[config.mk]
export PLATFORM = sky130hd
export DESIGN_NAME = fifo_frame_ctrl
export DESIGN_NICKNAME = d
export VERILOG_FILES = /design/src/rtl/fifo_frame_ctrl.sv
export SDC_FILE = /design/constraint.sdc
export NUM_CORES = 1
export LEC_CHECK = 0
export BUFFER_PORTS_ARGS = -buffer_cell sky130_fd_sc_hd__buf_2
export CAP_MARGIN = 20
export CORE_MARGIN = 5
export CORE_UTILIZATION = 35
export DETAILED_ROUTE_END_ITERATION = 10
export PLACE_DENSITY_LB_ADDON = 0.2
export SETUP_SLACK_MARGIN = 0.2
export SYNTH_ARGS = -nofsm -noshare
export SYNTH_HDL_FRONTEND = slang
export SYNTH_SLANG_ARGS = --single-unit
export TNS_END_PERCENT = 10
[constraint.sdc]
create_clock -name clk -period 2.35 [get_ports clk]
set_input_delay 0.3525 -clock clk [delete_from_list [all_inputs] [get_ports clk]]
set_output_delay 0.3525 -clock clk [all_outputs]
set_load 0.05 [all_outputs]
[src/rtl/fifo_frame_ctrl.sv]
// fifo_frame_ctrl
//   Front-end controller for the byte-in / frame-out asynchronous FIFO.
//   Two byte requesters share the FIFO write port through round-robin
//   arbitration. The controller tracks how many bytes sit in the FIFO, and
//   once a whole frame has accumulated it pulses the FIFO read strobe. It
//   then presents the frame downstream with a valid/ready handshake.
//
// Ports
//   clk          : single clock, shared with the FIFO
//   rst          : asynchronous active-high reset (also resets the FIFO)
//   req0_valid   : requester 0 has a byte
//   req0_data    : requester 0 byte
//   req0_ready   : requester 0 byte accepted this cycle (combinational)
//   req1_valid   : requester 1 has a byte
//   req1_data    : requester 1 byte
//   req1_ready   : requester 1 byte accepted this cycle (combinational)
//   fifo_wdata   : FIFO write data, registered, held between writes
//   fifo_winc    : FIFO write strobe, one cycle per byte
//   fifo_rinc    : FIFO read strobe, one cycle per frame
//   frame_valid  : FIFO data_out holds a complete frame
//   frame_ready  : consumer takes the frame (ignored outside PRESENT)
//   level        : bytes accepted and not yet popped
//   frames_out   : frames handed off, wraps 255 -> 0
//
// FSM
//   state   | meaning
//   IDLE    | waiting for level >= FRAME_BYTES
//   POP     | one cycle, fifo_rinc high, frame bytes debited from level
//   PRESENT | frame_valid high until frame_ready

module fifo_frame_ctrl #(
  parameter int DW          = 8,
  parameter int FRAME_BYTES = 15,
  parameter int DEPTH       = 16,
  parameter int LW          = 5
) (
  input  logic          clk,
  input  logic          rst,
  input  logic          req0_valid,
  input  logic [DW-1:0] req0_data,
  output logic          req0_ready,
  input  logic          req1_valid,
  input  logic [DW-1:0] req1_data,
  output logic          req1_ready,
  output logic [DW-1:0] fifo_wdata,
  output logic          fifo_winc,
  output logic          fifo_rinc,
  output logic          frame_valid,
  input  logic          frame_ready,
  output logic [LW-1:0] level,
  output logic [7:0]    frames_out
);

  localparam logic [1:0] S_IDLE    = 2'd0;
  localparam logic [1:0] S_POP     = 2'd1;
  localparam logic [1:0] S_PRESENT = 2'd2;

  localparam logic [LW-1:0] DEPTH_L = LW'(DEPTH);
  localparam logic [LW-1:0] FRAME_L = LW'(FRAME_BYTES);

  logic [1:0]    state;
  logic [1:0]    state_next;
  logic          last_grant;
  logic          full;
  logic          gnt0;
  logic          gnt1;
  logic          accept;
  logic [DW-1:0] gnt_data;
  logic          enter_pop;
  logic          frame_done;
  logic [LW-1:0] level_inc;
  logic [LW-1:0] level_next;

  assign full = (level == DEPTH_L);

  // Round-robin: on contention the requester that did not win last time gets
  // the port. last_grant resets to 1 so req0 wins the first contention.
  // Gating with rst keeps the ready outputs low while reset is asserted.
  always_comb begin
    gnt0 = 1'b0;
    gnt1 = 1'b0;
    if (!rst && !full) begin
      if (req0_valid && req1_valid) begin
        gnt0 = last_grant;
        gnt1 = ~last_grant;
      end else begin
        gnt0 = req0_valid;
        gnt1 = req1_valid;
      end
    end
  end

  assign req0_ready = gnt0;
  assign req1_ready = gnt1;
  assign accept     = gnt0 | gnt1;
  assign gnt_data   = gnt1 ? req1_data : req0_data;

  assign enter_pop  = (state == S_IDLE) && (level >= FRAME_L);
  assign frame_done = (state == S_PRESENT) && frame_ready;

  // A byte accepted on the same edge as the pop debit nets +1-FRAME_BYTES.
  // A pop needs level >= FRAME_BYTES, so the subtraction cannot underflow.
  assign level_inc  = level + LW'(accept);
  assign level_next = level_inc - (enter_pop ? FRAME_L : '0);

  always_comb begin
    state_next = state;
    case (state)
      S_IDLE:    if (enter_pop) state_next = S_POP;
      S_POP:     state_next = S_PRESENT;
      S_PRESENT: if (frame_ready) state_next = S_IDLE;
      default:   state_next = S_IDLE;
    endcase
  end

  always_ff @(posedge clk or posedge rst) begin
    if (rst) begin
      state      <= S_IDLE;
      last_grant <= 1'b1;
      level      <= '0;
      frames_out <= '0;
      fifo_wdata <= '0;
      fifo_winc  <= 1'b0;
    end else begin
      state     <= state_next;
      level     <= level_next;
      fifo_winc <= accept;
      if (accept) begin
        fifo_wdata <= gnt_data;
        last_grant <= gnt1;
      end
      if (frame_done) frames_out <= frames_out + 8'd1;
    end
  end

  // Decoded straight from state so both drop the moment reset hits.
  assign fifo_rinc   = (state == S_POP);
  assign frame_valid = (state == S_PRESENT);

endmodule

Word-level counts from Yosys, hierarchy flattened --
Cells that the tools add are included.
Cells by class: multiplexer cells 9, bitwise gates (word level) 2, equal/unequal tests 5, reductions and logical operators 8, $add $sub $neg 3, $lt $le $gt $ge 1
Operator list (number):
- $add 8x1->8 const B | 1
- $mux 8 | 1
- $pmux 2 s3 | 1
- $add 5x1->5 | 1
- $eq 5x5->1 const B | 1
- $ge 5x4->1 const B | 1
- $sub 5x4->5 | 1
- $logic_and 1x1->1 | 4
- $mux 1 | 4
- $mux 2 | 2
- $mux 4 | 1
- $eq 2x1->1 const B | 1
- $eq 2x2->1 const B | 1
- $logic_not 1->1 | 2
- $logic_not 2->1 | 1
- $ne 2x1->1 const B | 1
- $ne 2x2->1 const B | 1
- $reduce_and 2->1 | 1
- $not 1->1 | 1
- $or 1x1->1 | 1
Storage, ports and cells: bits of input ports 21, output and inout port bits 26, logic and storage cells 34, register bits 25

Longest topological paths before layout --
Gate-level depths: netlist (run 1).
word-level depth 7, depth in mapped cells 10

Worst setup path before layout (run 1) --
No wires, ideal clock.
kind reg2reg, start register level[2], end register level[4], stages on the path, launching flop included 11, path buffers 0, setup time 0.124 ns, arrival 2.636 ns, slack -0.410 ns, cells stage by stage dfrtp_1 > nor4_4 > a211oi_4 > inv_1 > ha_1 > inv_1 > ha_1 > fa_1 > a21o_1 > a21oi_1 > xnor2_1
On the way: cells in the longest elaborated chain, start to end 7, elaborated cells between the ends (all ways) 11, classes of those cells add/sub: 2; order compare: 1; eq/ne: 1; mux: 3; bitwise: 1; reduce/logical: 3
RTL lines:
- start: declaration | line 50 | output logic [LW-1:0] level,
- start signal: assignment | line 126 | level <= level_next;
- $eq 5x5->1 (*) | line 74 | assign full = (level == DEPTH_L);
- $logic_not 1->1 (*) | line 82 | if (!rst && !full) begin
- $logic_and 1x1->1 (*) | line 82
- $mux 1 | line 82
- $or 1x1->1 (*) | line 95 | assign accept = gnt0 | gnt1;
- net accept | line 67 | logic accept;
- $add 5x1->5 (*) | line 103 | assign level_inc = level + LW'(accept);
- $sub 5x4->5 (*) | line 104 | assign level_next = level_inc - (enter_pop ? FRAME_L : '0);
- net level_next[4] | line 72 | logic [LW-1:0] level_next;
The timed path passes the listed nets; every way through them passes the cells marked *. A chain may end at the register's enable or synchronous reset.

Final worst setup path (run 1) --
Same ends and word-level chain as after synthesis.

==> impl_metrics.py, run 1 <==
metrics = {
    "status": {
        "status": "complete, no violations",
    },
    "timing": {
        "finalSetupTns_ps": 0,
        "period_share_pct": 92.0,
        "worst_slack_ps": 187,
        "setup-violations-final": 0,
        "final_max_slew_viol_count": 0,
        "fmax_mhz": 462,
        "skew_ps": 3.03,
        "hold_slack_ps": 149,
        "rsz0062_at_grt": "yes",
        "hold_viol": 0,
        "tightestPinTransition_ps": 502,
        "slew_headroom_pct": 66.5,
        "fin_crit_ps": 2160,
    },
    "flow_run": {
        "drv_cap": 0,
    },
    "yosys": {
        "synth-edff-count": 0,
        "yosysTopAreaCellShare_pct": 45.8,
        "ys_top_cells_by_area": "dfrtp_1 46%, mux2_2 14%, ha_1 8.6%, xnor2_1 5.3%, dfstp_2 2.0%",
        "synth_compound_area_share_pct": 6.97,
        "synthMuxAreaShare_pct": 13.8,
        "syn_inst": 105,
        "synth_ff_type": "dfrtp_1",
        "synth_fa_ha_area_share_pct": 10.1,
        "synth_simple_gate_area_share_pct": 11.9,
        "ys_warn_count": 0,
        "netlist.top_cell.by_area": "dfrtp_1",
        "syn_area_per_cell_um2": 12.5,
        "yosysSeqAreaShare_pct": 47.9,
        "async_flop_share_pct": 100,
        "yosys.area_share.xor_xnor_pct": 7.35,
        "syn_nets": 136,
        "ys_ff_latch": 25,
        "ys_types": 26,
        "synth_top_family_by_area": "multiplexers",
        "netlist_area_um2": 1310,
    },
    "floorplan": {
        "boundaryPins": 47,
        "die_w_um": 71.2,
        "std_cell_rows": 22,
        "core_area_um2": 3630,
        "die_area_um2": 5070,
        "start_util_pct": 36.1,
        "die_h_um": 71.2,
    },
    "min_path": {
        "hp-class": "input pin to async pin",
    },
    "setup_path": {
        "cp_data_required_time_ps": 2530,
        "worstPathCellList": "nor4_4 > a211oi_4 > inv_1 > ha_1 > inv_1 > ha_2 > fa_2 > a21o_1 > a21oi_2 > xnor2_1",
        "path_max_fanout": 3,
        "slowest_delay_ps": 440,
        "arrival_ps": 2350,
        "slowest_stage": "dfrtp_2",
        "r2r_start": "level[2]",
        "cp-end-kind": "flip-flop",
        "worst_r2r_endpoint": "level[4]",
        "worstSetupStartpointType": "flip-flop",
        "rr_worst_depth": 10,
        "r2r_setup_slack_ps": 190,
        "crit_top_cell": "inv_1",
        "critPathKind": "flip-flop to flip-flop",
    },
    "power_and_ir_drop": {
        "power.density_nw_per_um2": 1510,
        "max-vdd-ir-drop_v": 0.00105,
        "p_leak_nw": 0.844,
        "p_total_mw": 2.58,
    },
    "grt": {
        "antenna_found_initial": 0,
        "grt_max_degree": 14,
        "grt_pass1_vias": 1023,
        "grt_usage_pct": 11.3,
        "grt_first_pass_wirelength_um": 4700,
        "grt-ovfl-total": 0,
    },
    "cts": {
        "clk_pin_slew_ps": 80,
        "clk_path_buf_depth": 2,
        "htreeDepth": 1,
        "cts.hold.buffers_added": 0,
        "cts_sinks": 25,
        "clk_latency_ps": 260,
        "cts_made_buffers": 3,
        "cts-root-buf": "clkbuf_8",
        "cts_tree": "done",
    },
    "routing": {
        "ant_nets": 0,
        "wire_per_inst_um": 13.1,
        "dr.pass1.iters": 4,
        "via_per_inst": 4.64,
        "vias": 965,
        "wl_um": 2720,
        "drcViolationCount": 0,
        "drt_iter0_markers": 19,
    },
    "placement": {
        "pre_cts_ws_ps": 99.6,
        "dp_cells": 202,
        "portBuffers": 46,
        "placed_cell_area_um2": 1640,
        "place_congestion": 0.850,
        "dp_hpwl_um": 2270,
    },
    "layout": {
        "final_area_um2": 1710,
        "antenna_cells": 0,
        "utilization_pct": 47.1,
        "nets": 192,
        "area_delta_synth_final_pct": 30.6,
        "fin_cells": 208,
        "num-fill-cells": 359,
        "drive_above_1_share_pct": 52.5,
    },
}
[metal layers]
layer	track usage [%]	routed length [um]	vias to the layer above
li1	-	-	481
met1	12.9	1090	455
met2	20.1	1390	27
met3	3.41	212	2
met4	3.76	22	0
met5	0	0	-
[what timing repair did]
action,in CTS,in global routing
endpoints found under the hold margin,0,0
pin swaps,3,0
setup buffers,2,0
endpoints found under the setup margin,1,2
resized for setup,0,2
[report_power, final]
part	switching [mW]	total [mW]	internal, mW
Clock	0.128	0.249	0.121
Combinational	0.958	1.55	0.592
Sequential	0.177	0.779	0.602
Total	1.26	2.58	1.32
[synthesized netlist by cell type (all sizes together), types with 2 or more instances]
library cell  instances
mux2                 16
and3                  2
nand2b                2
ha                    9
a21oi                 4
nor2b                 2
xnor2                 8
inv                   7
nand4                 4
nor3                  4
nand2                 4
xor2                  3
a21o                  3
dfrtp                24
and2                  2
[cells in the final DEF (no fill, tap or decap), drive strengths merged]
| cell | instances |
|---|---|
| a21boi | 1 |
| nand3b | 1 |
| and3b | 1 |
| nor2 | 1 |
| fa | 1 |
| a2bb2oi | 1 |
| a211oi | 1 |
| nor2b | 2 |
| ha | 9 |
| inv | 7 |
| and3 | 2 |
| clkbuf | 4 |
| nand2b | 2 |
| xnor2 | 8 |
| buf | 51 |
| nor3 | 4 |
| and2 | 2 |
| mux2 | 16 |
| xor2 | 3 |
| a21oi | 4 |
| dfrtp | 24 |
| a21o | 3 |
| nand4 | 4 |
| nor4 | 1 |
| nand2 | 4 |
| nand3 | 1 |
| dfstp | 1 |
| a41oi | 1 |
[worst max-delay path by stage]
stage	slack, ps	to	from	cells past startpoint
after floorplan	-100	level[4]	level[1]	10
after global placement	150	level[4]	level[1]	10
after detailed placement	100	level[4]	level[1]	10
after CTS	160	level[4]	level[2]	10
after global routing	60	level[4]	level[2]	10
final	190	level[4]	level[2]	10
[final cells by class]
cell class	instances	area [um^2]	share of cell area, %
Clock buffer	4	45.0	2.63
Tap cell	48	60.1	3.51
Inverter	7	26.3	1.54
Multi-Input combinational cell	73	678	39.6
Timing Repair Buffer	51	268	15.7
Sequential cell	25	633	37.0
[flip-flops by register name, indices dropped and copies added (netlist names)]
name and cells:
fifo_wdata 8, fifo_winc 1, last_grant 1, level 5
frames_out 8, state 2
[worst max-delay path: cells and delay by family (launching register included)]
| family | cells | cell delay [ps] |
|---|---|---|
| fa+ha+maj | 3 | 640 |
| flops | 1 | 440 |
| compound gates | 3 | 410 |
| simple gates | 1 | 370 |
| xor+xnor | 1 | 120 |
| buf+inv | 2 | 100 |
[logic make-up after synthesis]
group,count (synthesis)
AO/OA/AOI/OAI,11
multiplexers,16
flip-flops,25
AND/OR/NAND/NOR,25
XOR/XNOR,11
buffers and inverters,7
adder cells (fa/ha/maj),10
Power figures use the tool's default switching activity.
==> run 2, diff against run 1 <==
--- a/config.mk
+++ b/config.mk
@@ -10,7 +10,7 @@
 export CORE_MARGIN = 5
 export CORE_UTILIZATION = 35
 export DETAILED_ROUTE_END_ITERATION = 10
-export PLACE_DENSITY_LB_ADDON = 0.2
+export PLACE_DENSITY = 0.72
 export SETUP_SLACK_MARGIN = 0.2
 export SYNTH_ARGS = -nofsm -noshare
 export SYNTH_HDL_FRONTEND = slang
==> run 2 against run 1 <==
Flip-flop and latch count is the same. Die area stayed put. Sequential share of layout area unchanged. Critical endpoint unchanged. Routed wire length up 2.2%. Via count is 1.6% higher. Count of clock-buffer cells in the layout unchanged. Register-to-register slack gained 20 ps. Critical path type unchanged.
==> impl_metrics.py, run 2 (synthesis gave the netlist of run 1 again) <==
metrics = {
    "status": {
        "status": "complete, no violations",
    },
    "routing": {
        "vias": 980,
        "drcViolationCount": 0,
        "wl_um": 2780,
        "via_per_inst": 4.71,
        "drt_iter0_markers": 14,
        "wire_per_inst_um": 13.4,
        "ant_nets": 0,
        "dr.pass1.iters": 4,
    },
    "timing": {
        "fin_crit_ps": 2140,
        "rsz0062_at_grt": "yes",
        "hold_slack_ps": 331,
        "setup-violations-final": 0,
        "hold_viol": 0,
        "tightestPinTransition_ps": 921,
        "final_max_slew_viol_count": 0,
        "slew_headroom_pct": 38.5,
        "skew_ps": 3.70,
        "fmax_mhz": 468,
        "period_share_pct": 91.0,
    },
    "floorplan": {
        "std_cell_rows": 22,
        "die_h_um": 71.2,
        "die_area_um2": 5070,
        "start_util_pct": 36.1,
        "core_area_um2": 3630,
        "die_w_um": 71.2,
        "boundaryPins": 47,
    },
    "min_path": {
        "hp-class": "input pin to async pin",
    },
    "placement": {
        "portBuffers": 46,
        "dp_hpwl_um": 2230,
        "place_congestion": 0.829,
        "dp_cells": 200,
    },
    "cts": {
        "htreeDepth": 1,
        "cts_made_buffers": 3,
        "clk_pin_slew_ps": 80,
        "cts_sinks": 25,
        "clk_path_buf_depth": 2,
        "clk_latency_ps": 260,
        "cts_tree": "done",
        "cts-root-buf": "clkbuf_8",
    },
    "power_and_ir_drop": {
        "max-vdd-ir-drop_v": 0.000762,
        "p_leak_nw": 0.844,
        "power.density_nw_per_um2": 1530,
        "p_total_mw": 2.61,
    },
    "setup_path": {
        "r2r_start": "level[2]",
        "path_max_fanout": 3,
        "cp_data_required_time_ps": 2530,
        "slowest_stage": "dfrtp_2",
        "rr_worst_depth": 10,
        "slowest_delay_ps": 440,
        "worstPathCellList": "nor4_4 > a211oi_4 > inv_1 > ha_1 > inv_1 > ha_2 > fa_2 > a21o_1 > a21oi_2 > xnor2_1",
        "worst_r2r_endpoint": "level[4]",
        "startpoint": "level[2]",
        "cp-end-kind": "flip-flop",
        "r2r_setup_slack_ps": 210,
        "worstSetupStartpointType": "flip-flop",
        "endpoint": "level[4]",
        "critPathKind": "flip-flop to flip-flop",
        "crit_top_cell": "inv_1",
        "arrival_ps": 2320,
    },
    "layout": {
        "layout_commonest_cell": "buf_2",
        "drive_above_1_share_pct": 52.5,
        "nets": 192,
        "num-fill-cells": 350,
        "utilization_pct": 47.1,
        "mostFrequentLayoutCells": "46 x buf_2, 19 x dfrtp_1, 16 x mux2_2",
        "largest_registers": "fifo_wdata (8), frames_out (8), level (5)",
        "antenna_cells": 0,
        "fin_cells": 208,
        "area_delta_synth_final_pct": 30.6,
    },
    "grt": {
        "grt-ovfl-total": 0,
        "antenna_found_initial": 0,
        "grt_max_degree": 26,
        "grt_pass1_vias": 1103,
        "grt_usage_pct": 11.7,
        "grt_first_pass_wirelength_um": 4770,
    },
    "flow_run": {
        "drv_cap": 0,
    },
}
==> run 2: layer usage <==
| metal | GRT usage (%) | vias up | wire [um] |
|---|---|---|---|
| li1 | - | 477 | - |
| met1 | 12.1 | 463 | 1080 |
| met2 | 21.5 | 36 | 1410 |
| met3 | 2.84 | 4 | 233 |
| met4 | 6.05 | 0 | 51 |
| met5 | 0 | - | 0 |
==> run 2: critical path, delay by kind of cell (launching register included) <==
| kind | cells | cell delay [ps] |
|---|---|---|
| fa+ha+maj | 3 | 640 |
| simple gates | 1 | 350 |
| buf+inv | 2 | 110 |
| xor+xnor | 1 | 120 |
| flops | 1 | 440 |
| compound gates | 3 | 390 |
==> run 2: how the worst min path moves through the flow <==
stage | from | to | slack (ps) | cells past startpoint
after floorplan | rst | fifo_wdata[0] | 380 | 1
after global placement | frames_out[7] | frames_out[7] | 450 | 1
after detailed placement | frames_out[7] | frames_out[7] | 460 | 1
after CTS | rst | fifo_wdata[3] | 370 | 2
after global routing | frame_ready | state[1] | 400 | 3
final | rst | fifo_wdata[3] | 330 | 2
==> run 2: metrics by stage <==
| stage | area, um^2 | TNS [ps] | worst slack [ps] |
|---|---|---|---|
| floorplan | 1330 | -99.2 | -99.2 |
| global placement | 1620 | 0 | 194 |
| detailed placement | 1620 | 0 | 148 |
| CTS | 1710 | 0 | 195 |
| global route | 1710 | 0 | 88.5 |
| finish | 1710 | 0 | 212 |
==> run 2: layout make-up <==
| class | count | area (um^2) | share of cell area, % |
|---|---|---|---|
| Inverter | 7 | 26.3 | 1.54 |
| Sequential cell | 25 | 633 | 37.0 |
| Clock buffer | 4 | 45.0 | 2.63 |
| Multi-Input combinational cell | 73 | 678 | 39.6 |
| Timing Repair Buffer | 51 | 268 | 15.7 |
| Tap cell | 48 | 60.1 | 3.51 |
==> run 2: power by group <==
part / total [mW] / switching, mW / internal [mW] / leakage [nW]
combinational: 1.58 / 0.970 / 0.615 / 0.520
sequential: 0.784 / 0.182 / 0.602 / 0.301
clock: 0.240 / 0.120 / 0.121 / 0.0228
total: 2.61 / 1.27 / 1.34 / 0.844
==> run 2: repair_timing <==
item / in CTS / in global routing
endpoints found under the setup margin: 1 / 2
setup buffers: 4 / 0
pin swaps: 3 / 0
gates resized for setup: 2 / 0
hold buffers: 0 / 0
